### config.mk
export PLATFORM = sky130hd
export DESIGN_NAME = traffic_lanes
export DESIGN_NICKNAME = d
export VERILOG_FILES = /design/src/rtl/frogger_pkg.sv /design/src/rtl/traffic_lane.sv /design/src/rtl/traffic_lanes.sv
export SDC_FILE = /design/constraint.sdc
export NUM_CORES = 1
export LEC_CHECK = 0
export ABC_AREA = 1
export BUFFER_PORTS_ARGS = -buffer_cell sky130_fd_sc_hd__clkbuf_2
export CORE_UTILIZATION = 37
export CTS_CLUSTER_SIZE = 30
export DETAILED_ROUTE_END_ITERATION = 6
export HOLD_SLACK_MARGIN = 0.05
export PLACE_DENSITY = 0.67
export SLEW_MARGIN = 20
export SYNTH_ARGS = -nofsm -noshare
export SYNTH_HDL_FRONTEND = slang
export SYNTH_SLANG_ARGS = --single-unit
### constraint.sdc
create_clock -name clk -period 5.7 [get_ports clk]
set_clock_uncertainty 0.1 [all_clocks]
set_input_delay 0.57 -clock clk [delete_from_list [all_inputs] [get_ports clk]]
set_output_delay 0.57 -clock clk [all_outputs]
set_load 0.02 [all_outputs]
### src/rtl/frogger_pkg.sv
`default_nettype none
// ============================================================================
//  Module   : frogger_pkg
//  Purpose  : Shared geometry constants, traffic FSM state type and the lane
//             period helper used by the traffic engine.
//  Ports    : none (package)
//  Revision : 1.0  initial release
// ============================================================================
package frogger_pkg;

  localparam int COORD_W    = 10;
  localparam int SCREEN_W   = 640;
  localparam int SCREEN_H   = 480;
  localparam int CAR_W      = 64;
  localparam int CAR_H      = 32;
  localparam int FROG_SIZE  = 32;
  localparam int LANE_Y0    = 96;
  localparam int LANE_PITCH = 64;

  localparam int LEVEL_W    = 4;
  localparam int LEVEL_MAX  = 15;

  typedef enum logic [0:0] {
    RUN  = 1'b0,
    HOLD = 1'b1
  } traffic_state_t;

  // Frames per step for a lane: slower for higher lanes, faster with level,
  // never below one frame per step.
  function automatic int lane_period(input int base, input int lane, input int level);
    int raw;
    raw = base + lane - level;
    return (raw < 1) ? 1 : raw;
  endfunction

endpackage
`default_nettype wire

### src/rtl/traffic_lane.sv
`default_nettype none
// ============================================================================
//  Module   : traffic_lane
//  Purpose  : One car lane: frame counter, step with screen wrap, and a strict
//             rectangle overlap test of the (unwrapped) car against the frog.
//  Ports    : clk, reset (sync, active-low)
//             enable_i   - count one frame (RUN and frame_tick)
//             reload_i   - return car and counter to reset values
//             period_i   - frames per step for this lane (>= 1)
//             frog_x_i / frog_y_i - frog top-left corner
//             x_o / y_o  - car top-left corner
//             overlap_o  - combinational car/frog overlap
//  Revision : 1.0  initial release
// ============================================================================
module traffic_lane #(
  parameter int LANE_IDX   = 0,
  parameter bit MOVE_LEFT  = 1'b0,
  parameter int N_LANES    = 4,
  parameter int COORD_W    = frogger_pkg::COORD_W,
  parameter int SCREEN_W   = frogger_pkg::SCREEN_W,
  parameter int CAR_W      = frogger_pkg::CAR_W,
  parameter int CAR_H      = frogger_pkg::CAR_H,
  parameter int FROG_SIZE  = frogger_pkg::FROG_SIZE,
  parameter int LANE_Y0    = frogger_pkg::LANE_Y0,
  parameter int LANE_PITCH = frogger_pkg::LANE_PITCH,
  parameter int STEP_PX    = 8,
  parameter int PER_W      = 4
) (
  input  logic               clk,
  input  logic               reset,
  input  logic               enable_i,
  input  logic               reload_i,
  input  logic [PER_W-1:0]   period_i,
  input  logic [COORD_W-1:0] frog_x_i,
  input  logic [COORD_W-1:0] frog_y_i,
  output logic [COORD_W-1:0] x_o,
  output logic [COORD_W-1:0] y_o,
  output logic               overlap_o
);

  // Sums are one bit wider than a coordinate so nothing wraps in compares.
  localparam int SUM_W = COORD_W + 1;

  localparam logic [COORD_W-1:0] X_HOME = COORD_W'((LANE_IDX * SCREEN_W / N_LANES) % SCREEN_W);
  localparam logic [COORD_W-1:0] Y_LANE = COORD_W'(LANE_Y0 + LANE_IDX * LANE_PITCH);

  localparam logic [SUM_W-1:0] STEP_X  = SUM_W'(STEP_PX);
  localparam logic [SUM_W-1:0] SCR_X   = SUM_W'(SCREEN_W);
  localparam logic [SUM_W-1:0] CARW_X  = SUM_W'(CAR_W);
  localparam logic [SUM_W-1:0] CARH_X  = SUM_W'(CAR_H);
  localparam logic [SUM_W-1:0] FROG_X  = SUM_W'(FROG_SIZE);

  logic [COORD_W-1:0] x_q, x_d;
  logic [PER_W-1:0]   cnt_q, cnt_d;

  logic [SUM_W-1:0] x_ext, x_fwd, x_back;
  logic [SUM_W-1:0] y_ext, fx_ext, fy_ext;

  always_comb begin
    x_ext  = {1'b0, x_q};
    x_fwd  = x_ext + STEP_X;
    x_back = x_ext + SCR_X - STEP_X;
    cnt_d  = cnt_q;
    x_d    = x_q;
    if (reload_i) begin
      cnt_d = '0;
      x_d   = X_HOME;
    end else if (enable_i) begin
      // ">=" rather than "==" so a counter left above a freshly shortened
      // period (level change) steps at once instead of running round.
      if (cnt_q >= period_i - PER_W'(1)) begin
        cnt_d = '0;
        if (MOVE_LEFT) begin
          if (x_ext < STEP_X) x_d = COORD_W'(x_back);
          else                x_d = COORD_W'(x_ext - STEP_X);
        end else begin
          if (x_fwd >= SCR_X) x_d = COORD_W'(x_fwd - SCR_X);
          else                x_d = COORD_W'(x_fwd);
        end
      end else begin
        cnt_d = cnt_q + PER_W'(1);
      end
    end
  end

  // Only the unwrapped rectangle [x, x+CAR_W) is tested.
  always_comb begin
    y_ext     = {1'b0, Y_LANE};
    fx_ext    = {1'b0, frog_x_i};
    fy_ext    = {1'b0, frog_y_i};
    overlap_o = (fx_ext < x_ext + CARW_X) && (x_ext < fx_ext + FROG_X) &&
                (fy_ext < y_ext + CARH_X) && (y_ext < fy_ext + FROG_X);
  end

  always_ff @(posedge clk) begin
    if (!reset) begin
      x_q   <= X_HOME;
      cnt_q <= '0;
    end else begin
      x_q   <= x_d;
      cnt_q <= cnt_d;
    end
  end

  assign x_o = x_q;
  assign y_o = Y_LANE;

endmodule
`default_nettype wire

### src/rtl/traffic_lanes.sv
`default_nettype none
// ============================================================================
//  Module   : traffic_lanes
//  Purpose  : Multi-lane traffic engine. Moves N_LANES cars (even lanes right,
//             odd lanes left) with per-lane periods, detects frog/car overlap,
//             and runs the RUN/HOLD hit-freeze machine that issues restart.
//  Ports    : clk, reset (sync, active-low)
//             frame_tick_i - one pulse per video frame
//             frog_x_i / frog_y_i - frog top-left corner
//             level_up_i   - one pulse per frog win
//             car_x_o / car_y_o - packed car corners, lane 0 in the LSBs
//             hit_o        - one-cycle pulse on collision
//             restart_o    - one-cycle pulse when the freeze ends
//             frozen_o     - high while in HOLD
//             level_o      - current difficulty
//  Config   : TRAFFIC_SPEEDUP_EN - when defined, level_up_i raises the level
//             (saturating at 15) and shortens lane periods; when undefined the
//             level is fixed at 0 and no level register exists.
//  Revision : 1.0  initial release
// ============================================================================
module traffic_lanes #(
  parameter int N_LANES     = 4,
  parameter int COORD_W     = frogger_pkg::COORD_W,
  parameter int SCREEN_W    = frogger_pkg::SCREEN_W,
  parameter int CAR_W       = frogger_pkg::CAR_W,
  parameter int CAR_H       = frogger_pkg::CAR_H,
  parameter int FROG_SIZE   = frogger_pkg::FROG_SIZE,
  parameter int LANE_Y0     = frogger_pkg::LANE_Y0,
  parameter int LANE_PITCH  = frogger_pkg::LANE_PITCH,
  parameter int STEP_PX     = 8,
  parameter int BASE_PERIOD = 6,
  parameter int HOLD_FRAMES = 60
) (
  input  logic                       clk,
  input  logic                       reset,
  input  logic                       frame_tick_i,
  input  logic [COORD_W-1:0]         frog_x_i,
  input  logic [COORD_W-1:0]         frog_y_i,
  input  logic                       level_up_i,
  output logic [N_LANES*COORD_W-1:0] car_x_o,
  output logic [N_LANES*COORD_W-1:0] car_y_o,
  output logic                       hit_o,
  output logic                       restart_o,
  output logic                       frozen_o,
  output logic [3:0]                 level_o
);

  import frogger_pkg::*;

  // Wide enough for the slowest lane period at level 0.
  localparam int PER_W  = $clog2(BASE_PERIOD + N_LANES);
  localparam int HOLD_W = $clog2(HOLD_FRAMES + 1);

  traffic_state_t      state_q;
  logic [HOLD_W-1:0]   hold_q;
  logic                ovl_q;
  logic                hit_q;
  logic                restart_q;
  logic                frozen_q;

  logic [N_LANES-1:0]  lane_ovl;
  logic                hit_take;
  logic                lane_en;
  logic                lane_reload;

  // The restart cycle still sees the overlap registered from the frozen
  // positions, so it is masked; the reloaded positions are judged next cycle.
  assign hit_take    = (state_q == RUN) && ovl_q && !restart_q;
  assign lane_en     = (state_q == RUN) && frame_tick_i;
  assign lane_reload = (state_q == HOLD) && frame_tick_i && (hold_q == '0);

  always_ff @(posedge clk) begin
    if (!reset) begin
      state_q   <= RUN;
      hold_q    <= '0;
      ovl_q     <= 1'b0;
      hit_q     <= 1'b0;
      restart_q <= 1'b0;
      frozen_q  <= 1'b0;
    end else begin
      ovl_q     <= |lane_ovl;
      hit_q     <= 1'b0;
      restart_q <= 1'b0;
      case (state_q)
        RUN: begin
          if (hit_take) begin
            state_q  <= HOLD;
            hold_q   <= HOLD_W'(HOLD_FRAMES - 1);
            hit_q    <= 1'b1;
            frozen_q <= 1'b1;
          end
        end
        HOLD: begin
          if (frame_tick_i) begin
            if (hold_q == '0) begin
              state_q   <= RUN;
              restart_q <= 1'b1;
              frozen_q  <= 1'b0;
            end else begin
              hold_q <= hold_q - HOLD_W'(1);
            end
          end
        end
        default: state_q <= RUN;
      endcase
    end
  end

`ifdef TRAFFIC_SPEEDUP_EN
  logic [LEVEL_W-1:0] level_q;

  // A hit in the same cycle takes priority and swallows the level_up.
  always_ff @(posedge clk) begin
    if (!reset) begin
      level_q <= '0;
    end else if ((state_q == RUN) && level_up_i && !hit_take &&
                 (level_q != LEVEL_W'(LEVEL_MAX))) begin
      level_q <= level_q + LEVEL_W'(1);
    end
  end

  assign level_o = level_q;
`else
  logic unused_level_up;
  assign unused_level_up = level_up_i;
  assign level_o         = '0;
`endif

  for (genvar i = 0; i < N_LANES; i++) begin : g_lane
    logic [PER_W-1:0] period;

    assign period = PER_W'(lane_period(BASE_PERIOD, i, int'(level_o)));

    traffic_lane #(
      .LANE_IDX   (i),
      .MOVE_LEFT  ((i % 2) == 1),
      .N_LANES    (N_LANES),
      .COORD_W    (COORD_W),
      .SCREEN_W   (SCREEN_W),
      .CAR_W      (CAR_W),
      .CAR_H      (CAR_H),
      .FROG_SIZE  (FROG_SIZE),
      .LANE_Y0    (LANE_Y0),
      .LANE_PITCH (LANE_PITCH),
      .STEP_PX    (STEP_PX),
      .PER_W      (PER_W)
    ) u_lane (
      .clk       (clk),
      .reset     (reset),
      .enable_i  (lane_en),
      .reload_i  (lane_reload),
      .period_i  (period),
      .frog_x_i  (frog_x_i),
      .frog_y_i  (frog_y_i),
      .x_o       (car_x_o[i*COORD_W +: COORD_W]),
      .y_o       (car_y_o[i*COORD_W +: COORD_W]),
      .overlap_o (lane_ovl[i])
    );
  end

  assign hit_o     = hit_q;
  assign restart_o = restart_q;
  assign frozen_o  = frozen_q;

endmodule
`default_nettype wire

==> flow_summary_export.csv, run 1 <==
group,metric,value,unit
outcome,status,"complete, no violations",
worst_setup_path,worst-path-buf-inv,3,
floorplanning,ios,111,
worst_setup_path,critical_path_arrival,2680,ps
synth,yosys.area_share.xor_xnor,0.0443,
synth,ys_async_sr_fraction,0,
sta,period_needed,2590,ps
cells_and_area,fin_nets,861,
global_routing,grt.total_usage,0.156,
synth,seq_area_frac_synth,0.223,
clock_network,cts_buffer_depth,2,
global_routing,grt_pass1_vias,3842,
worst_setup_path,critPathMaxFanout,12,
sta,max-slew-margin-rel,0.497,
synth,synth_top_area_cell,"dfxtp_1",
routing,routed_wl,10500,um
synth,yosysWarnings,0,
synth,synth-edff-count,0,
global_routing,grt_max_degree,19,
sta,fin_tns_setup,0,ps
synth,synth.most_common_cell,"nand2_1",
clock_network,htree_num_levels,2,
routing,drc,0,
floorplanning,die-area,13800,um2
synth,synth_common_cells,"nand2_1, inv_1, ha_1",
floorplanning,fp.coreArea,12800,um2
clock_network,clock_latency,300,ps
sta,setup_viol,0,
placement,hpwl,7970,um
clock_network,cts.clk_slew.worst_paths,80,ps
cells_and_area,utilization,0.415,
power_and_ir_drop,vdd_drop_max,0.000105,V
sta,max_freq,386,MHz
worst_setup_path,critPathKind,"in2reg",
cells_and_area,n_antenna_cell,0,
floorplanning,fp-row-count,41,
cells_and_area,syn2layout_area_growth,7.80,%
routing,num_vias,4189,
synth,synth_compound_area_frac,0.116,
global_routing,grt_overflow,0,
synth,netlist_top_cells_area,"dfxtp_1, ha_1, nand2_1, buf_4, inv_1",
synth,syn_inst,704,
worst_setup_path,max_stage_delay,360,ps
routing,firstDrtPassIters,4,
worst_hold_path,hp-start,"frozen_o",
synth,synth_mux_area_frac,0.00203,
clock_network,cts-root-buf,"clkbuf_16",
worst_setup_path,r2r_setup_slack,3310,ps
power_and_ir_drop,p_leak,0.00272,uW
job,max-cap-violations,0,
clock_network,cts_buffers,5,
synth,ys_ff_latch,55,
global_routing,grt_pass1_wl,17800,um
sta,fin_crit_sh,0.455,
worst_hold_path,worstHoldPathCells,2,
routing,viasPerCell,4.52,
synth,synth_top_family_by_area,"simple AND/OR/NAND/NOR gates",
synth,synth_area,4940,um2
routing,drtAntennaViolNets,0,
placement,port-buffer-count,53,
synth,synth_area_per_cell,7.02,um2
sta,grt_setup_unrepaired,"false",
global_routing,antenna_found_initial,0,
worst_setup_path,required,5790,ps
sta,hold_viol,0,
worst_setup_path,regToRegEndpoint,"g_lane[2].u_lane.x_o[3]",
floorplanning,die_h,118,um
synth,synth_fa_ha_area_frac,0.210,
worst_setup_path,cp-start-kind,"input pin",
worst_setup_path,cp_slowest_cell,"ha_1",
clock_network,cts.sinks,55,
clock_network,cts-hold-fix-buffers,0,
synth,yosys.area.top_type_share,0.223,
routing,wl_per_cell,11.3,um
worst_setup_path,critPathCaptureType,"flop",
worst_setup_path,cp_cell_sequence,"clkbuf_2 > ha_1 > inv_1 > ha_1 > inv_1 > nor3_1 > nand2_1 > nand2_1 > nand2_1 > nand2_1 > nand2_1 > nand2_1 > nand2_1 > nand3_1 > nand2_1 > nor2_1 > nor2_1",
synth,synthSimpleGateAreaFrac,0.235,
worst_setup_path,r2r-start,"state_q",
synth,synth_cell_types,41,
clock_network,cts_resized,0,
cells_and_area,drive_above_1_share,0.103,
synth,synthFlopType,"dfxtp_1",
worst_setup_path,crit_family,"simple AND/OR/NAND/NOR gates",
worst_setup_path,cpMostUsedCell,"nand2_1",
sta,slew_violations,0,
worst_setup_path,r2r_cells,6,
routing,drt_iter0_drc,167,
clock_network,cts_tree,"done",
power_and_ir_drop,p_per_area,181,nW/um2
clock_network,cts_setup_buffers,0,
floorplanning,die_w,118,um
worst_hold_path,hold_path_end,"frozen_o",
placement,gp_congestion,0.845,
floorplanning,start_util,0.385,
worst_hold_path,min_path_type,"reg2reg",
sta,worst_pin_slew,749,ps
==> metrics by stage <==
step | cell area [um2] | worst slack [ps] | hold slack, ps | instances | power (uW)
floorplan | 5140 | 3550 | 324 | 758 | 611
global placement | 5170 | 2810 | 331 | 919 | 632
detailed placement | 5170 | 2800 | 336 | 919 | 635
CTS | 5330 | 3120 | 351 | 927 | 975
global route | 5330 | 2860 | 368 | 927 | 1020
finish | 5330 | 3110 | 349 | 927 | 963
==> worst max-delay path by stage <==
stage                            start                       to  slack [ps]  cells past startpoint
2_1_floorplan  g_lane[2].u_lane.x_o[6]  g_lane[2].u_lane.x_o[7]        3550                     11
3_3_place_gp               frog_x_i[5]                    ovl_q        2810                     17
3_5_place_dp               frog_x_i[5]                    ovl_q        2800                     17
4_1_cts                    frog_x_i[5]                    ovl_q        3120                     17
5_1_grt                    frog_x_i[5]                    ovl_q        2860                     17
6_report                   frog_x_i[5]                    ovl_q        3110                     17
==> power breakdown <==
part           switching, uW  leakage (uW)  internal [uW]
combinational            140       0.00220           63.4
sequential              20.1      0.000446            402
clock                    158     0.0000779            179
==> sequential cells by signal (all words and copies together) (netlist names) <==
name                 count
ovl_q                    1
hold_q                   6
hit_o                    1
frozen_o                 1
g_lane.u_lane.x_o       28
g_lane.u_lane.cnt_q     16
state_q                  1
restart_o                1
==> cells in the final DEF (no fill, tap or decap), drive strengths merged, types with 2 or more instances in the layout <==
master,count
nand2,151
inv,99
ha,83
clkbuf,59
conb,56
dfxtp,55
nor2,51
a21oi,45
o21ai,38
nand3,34
nor3,19
xor2,18
a211oi,8
nand4,7
xnor2,7
or2,5
o211ai,3
a31oi,3
clkinv,2
a22oi,2
o22ai,2
==> cell families after synthesis <==
logic type / after synthesis
flops: 55
fa+ha+maj: 83
mux: 1
buf+inv: 164
xor+xnor: 25
other cells: 2
simple gates: 270
compound gates: 104
==> cell type report <==
cell class	instances	area, um2
inverter	99	372
fill	1367	7500
timing repair buffer	54	273
sequential	55	1100
clock buffer	6	139
clock inverter	2	17.5
tap	172	215
multi-input combinational	539	3210
==> worst register-to-register path: cells and delay by family (launching register included) <==
family / cells / cell delay [ps]
flops: 1 / 370
simple gates: 3 / 1290
compound gates: 1 / 110
buf+inv: 2 / 450
==> routing by layer <==
layer  part of all wire  global-route usage  routed length [um]  vias to the layer above
met5                  0                   0                   0                        -
met3              0.056              0.0320                 581                        8
li1                   -                   -                   -                     2268
met2               0.43               0.255                4520                       98
met4             0.0075              0.0313                  78                        0
met1               0.50               0.211                5270                     1815
No activity file was read; power rests on OpenSTA's default activity.
==> run 2, diff against run 1 <==
- PLACE_DENSITY: 0.67 -> 0.69
- clock period: 5.7 -> 2.35 ns (I/O delays scaled with it)
==> flow_summary_export.csv, run 2 (synthesis gave the netlist of run 1 again) <==
group,metric,value,unit
power_and_ir_drop,p_per_area,420,nW/um2
power_and_ir_drop,internal_power,1550,uW
routing,drtAntennaViolNets,0,
sta,setup_viol,0,
worst_setup_path,required,2440,ps
global_routing,antenna_found_initial,0,
worst_setup_path,regToRegEndpoint,"ovl_q",
worst_setup_path,critPathCaptureType,"flop",
cells_and_area,fin_nets,888,
worst_hold_path,hold_path_end,"restart_o",
power_and_ir_drop,totalPowerFinal,2320,uW
clock_network,cts_buffer_depth,2,
floorplanning,die_h,118,um
floorplanning,ios,111,
clock_network,htree_num_levels,2,
worst_setup_path,r2r_cells,11,
placement,placed_area,5360,um2
power_and_ir_drop,p_leak,0.00285,uW
sta,fin_crit_sh,0.912,
worst_setup_path,r2r_setup_slack,210,ps
placement,gp_congestion,0.891,
clock_network,cts.clk_slew.worst_paths,70,ps
power_and_ir_drop,p_switching,767,uW
worst_setup_path,r2r-start,"g_lane[3].u_lane.x_o[6]",
routing,routed_wl,10900,um
worst_setup_path,max_stage_delay,450,ps
global_routing,grt_max_degree,19,
floorplanning,die-area,13800,um2
cells_and_area,largest_reg_flops,28,
sta,period_needed,2140,ps
clock_network,clock_latency,300,ps
sta,max_freq,467,MHz
worst_hold_path,hp-start,"frame_tick_i",
routing,drt_iter0_drc,209,
cells_and_area,utilization,0.431,
worst_setup_path,critical_path_arrival,2240,ps
power_and_ir_drop,combinationalPowerShare,0.235,
power_and_ir_drop,clockPowerShare,0.329,
routing,viasPerCell,4.61,
sta,fin_tns_setup,0,ps
clock_network,cts-root-buf,"clkbuf_16",
cells_and_area,drive_above_1_share,0.137,
cells_and_area,layout_common_cells,"nand2_1, inv_1, ha_1",
cells_and_area,final_common_cell,"nand2_1",
routing,wl_per_cell,11.4,um
global_routing,grt_pass1_wl,18600,um
placement,hpwl,8590,um
sta,grt_setup_unrepaired,"false",
cells_and_area,n_fill_cell,1369,
clock_network,cts_tree,"done",
floorplanning,start_util,0.385,
global_routing,grt.total_usage,0.163,
floorplanning,die_w,118,um
cells_and_area,final_area,5520,um2
outcome,status,"complete, no violations",
clock_network,cts_buffers,5,
placement,port-buffer-count,53,
routing,drc,0,
cells_and_area,regArea,1110,um2
worst_hold_path,worstHoldPathCells,3,
routing,num_vias,4392,
floorplanning,fp-row-count,41,
worst_setup_path,cp_slowest_cell,"dfxtp_1",
power_and_ir_drop,netSwitchingFraction,0.331,
cells_and_area,syn2layout_area_growth,11.8,%
global_routing,grt_pass1_vias,3979,
worst_hold_path,min_path_type,"in2reg",
sta,hold_viol,0,
clock_network,cts_setup_buffers,0,
cells_and_area,multi_input_area,3210,um2
worst_setup_path,critPathMaxFanout,6,
sta,slew_violations,0,
power_and_ir_drop,p_seq_frac,0.435,
clock_network,cts.sinks,55,
routing,firstDrtPassIters,4,
power_and_ir_drop,vdd_drop_max,0.000258,V
worst_setup_path,critPathKind,"reg2reg",
worst_setup_path,cp-startpoint,"g_lane[3].u_lane.x_o[6]",
job,max-cap-violations,0,
global_routing,grt_overflow,0,
worst_setup_path,cp_cell_sequence,"inv_1 > ha_1 > inv_1 > ha_1 > nand4_1 > nor3_1 > nor3_1 > nand3_1 > nand2_1 > nor2_1 > nor2_1",
worst_setup_path,cp-start-kind,"flop",
cells_and_area,n_antenna_cell,0,
floorplanning,fp.coreArea,12800,um2
-- run 2: layout make-up --
| class | count | area share |
|---|---|---|
| sequential | 55 | 0.200 |
| inverter | 99 | 0.0673 |
| clock buffer | 5 | 0.0227 |
| tap | 172 | 0.0390 |
| multi-input combinational | 539 | 0.581 |
| timing repair buffer | 81 | 0.0866 |
| clock inverter | 2 | 0.00317 |
-- run 2: layer usage --
metal  vias to the layer above  track usage  part of all wire
li1                       2317            -                 -
met1                      1958        0.217              0.49
met2                       104        0.263              0.44
met3                        13       0.0383             0.058
met4                         0       0.0433             0.013
met5                         -            0                 0
-- run 2: through the flow --
step | worst slack [ps] | instances | hold WS (ps)
6_report | 208 | 953 | 128
5_1_grt | 9.52 | 953 | 168
4_1_cts | 182 | 953 | 124
3_5_place_dp | 147 | 945 | 337
3_3_place_gp | 152 | 945 | 334
2_1_floorplan | 202 | 758 | 238
-- run 2: worst max-delay path: cells and delay by family (launching register included) --
kind,cells,cell delay (ps)
adder cells (fa/ha/maj),2,560
flip-flops,1,450
buffers and inverters,2,190
AND/OR/NAND/NOR,7,740
-- run 2: power groups by stage --
stage	clock [uW]	combinational, uW	sequential (uW)
5_1_grt	819	626	1020
3_3_place_gp	0	531	1030
6_report	764	546	1010
2_1_floorplan	0	430	1050
3_5_place_dp	0	545	1030
4_1_cts	785	549	1010
-- run 2: what timing repair did --
item                                   4_1_cts  5_1_grt
gates resized for setup                      0        4
setup endpoints to repair                    0        2
hold buffers                                 1        0
endpoints found under the hold margin        1        0
-- run 2: worst max path at each step --
stage	end	slack (ps)	cells past startpoint
3_5_place_dp	ovl_q	150	17
5_1_grt	ovl_q	10	11
4_1_cts	g_lane[0].u_lane.x_o[8]	180	11
6_report	ovl_q	210	11
2_1_floorplan	g_lane[2].u_lane.x_o[7]	200	11
3_3_place_gp	ovl_q	150	17
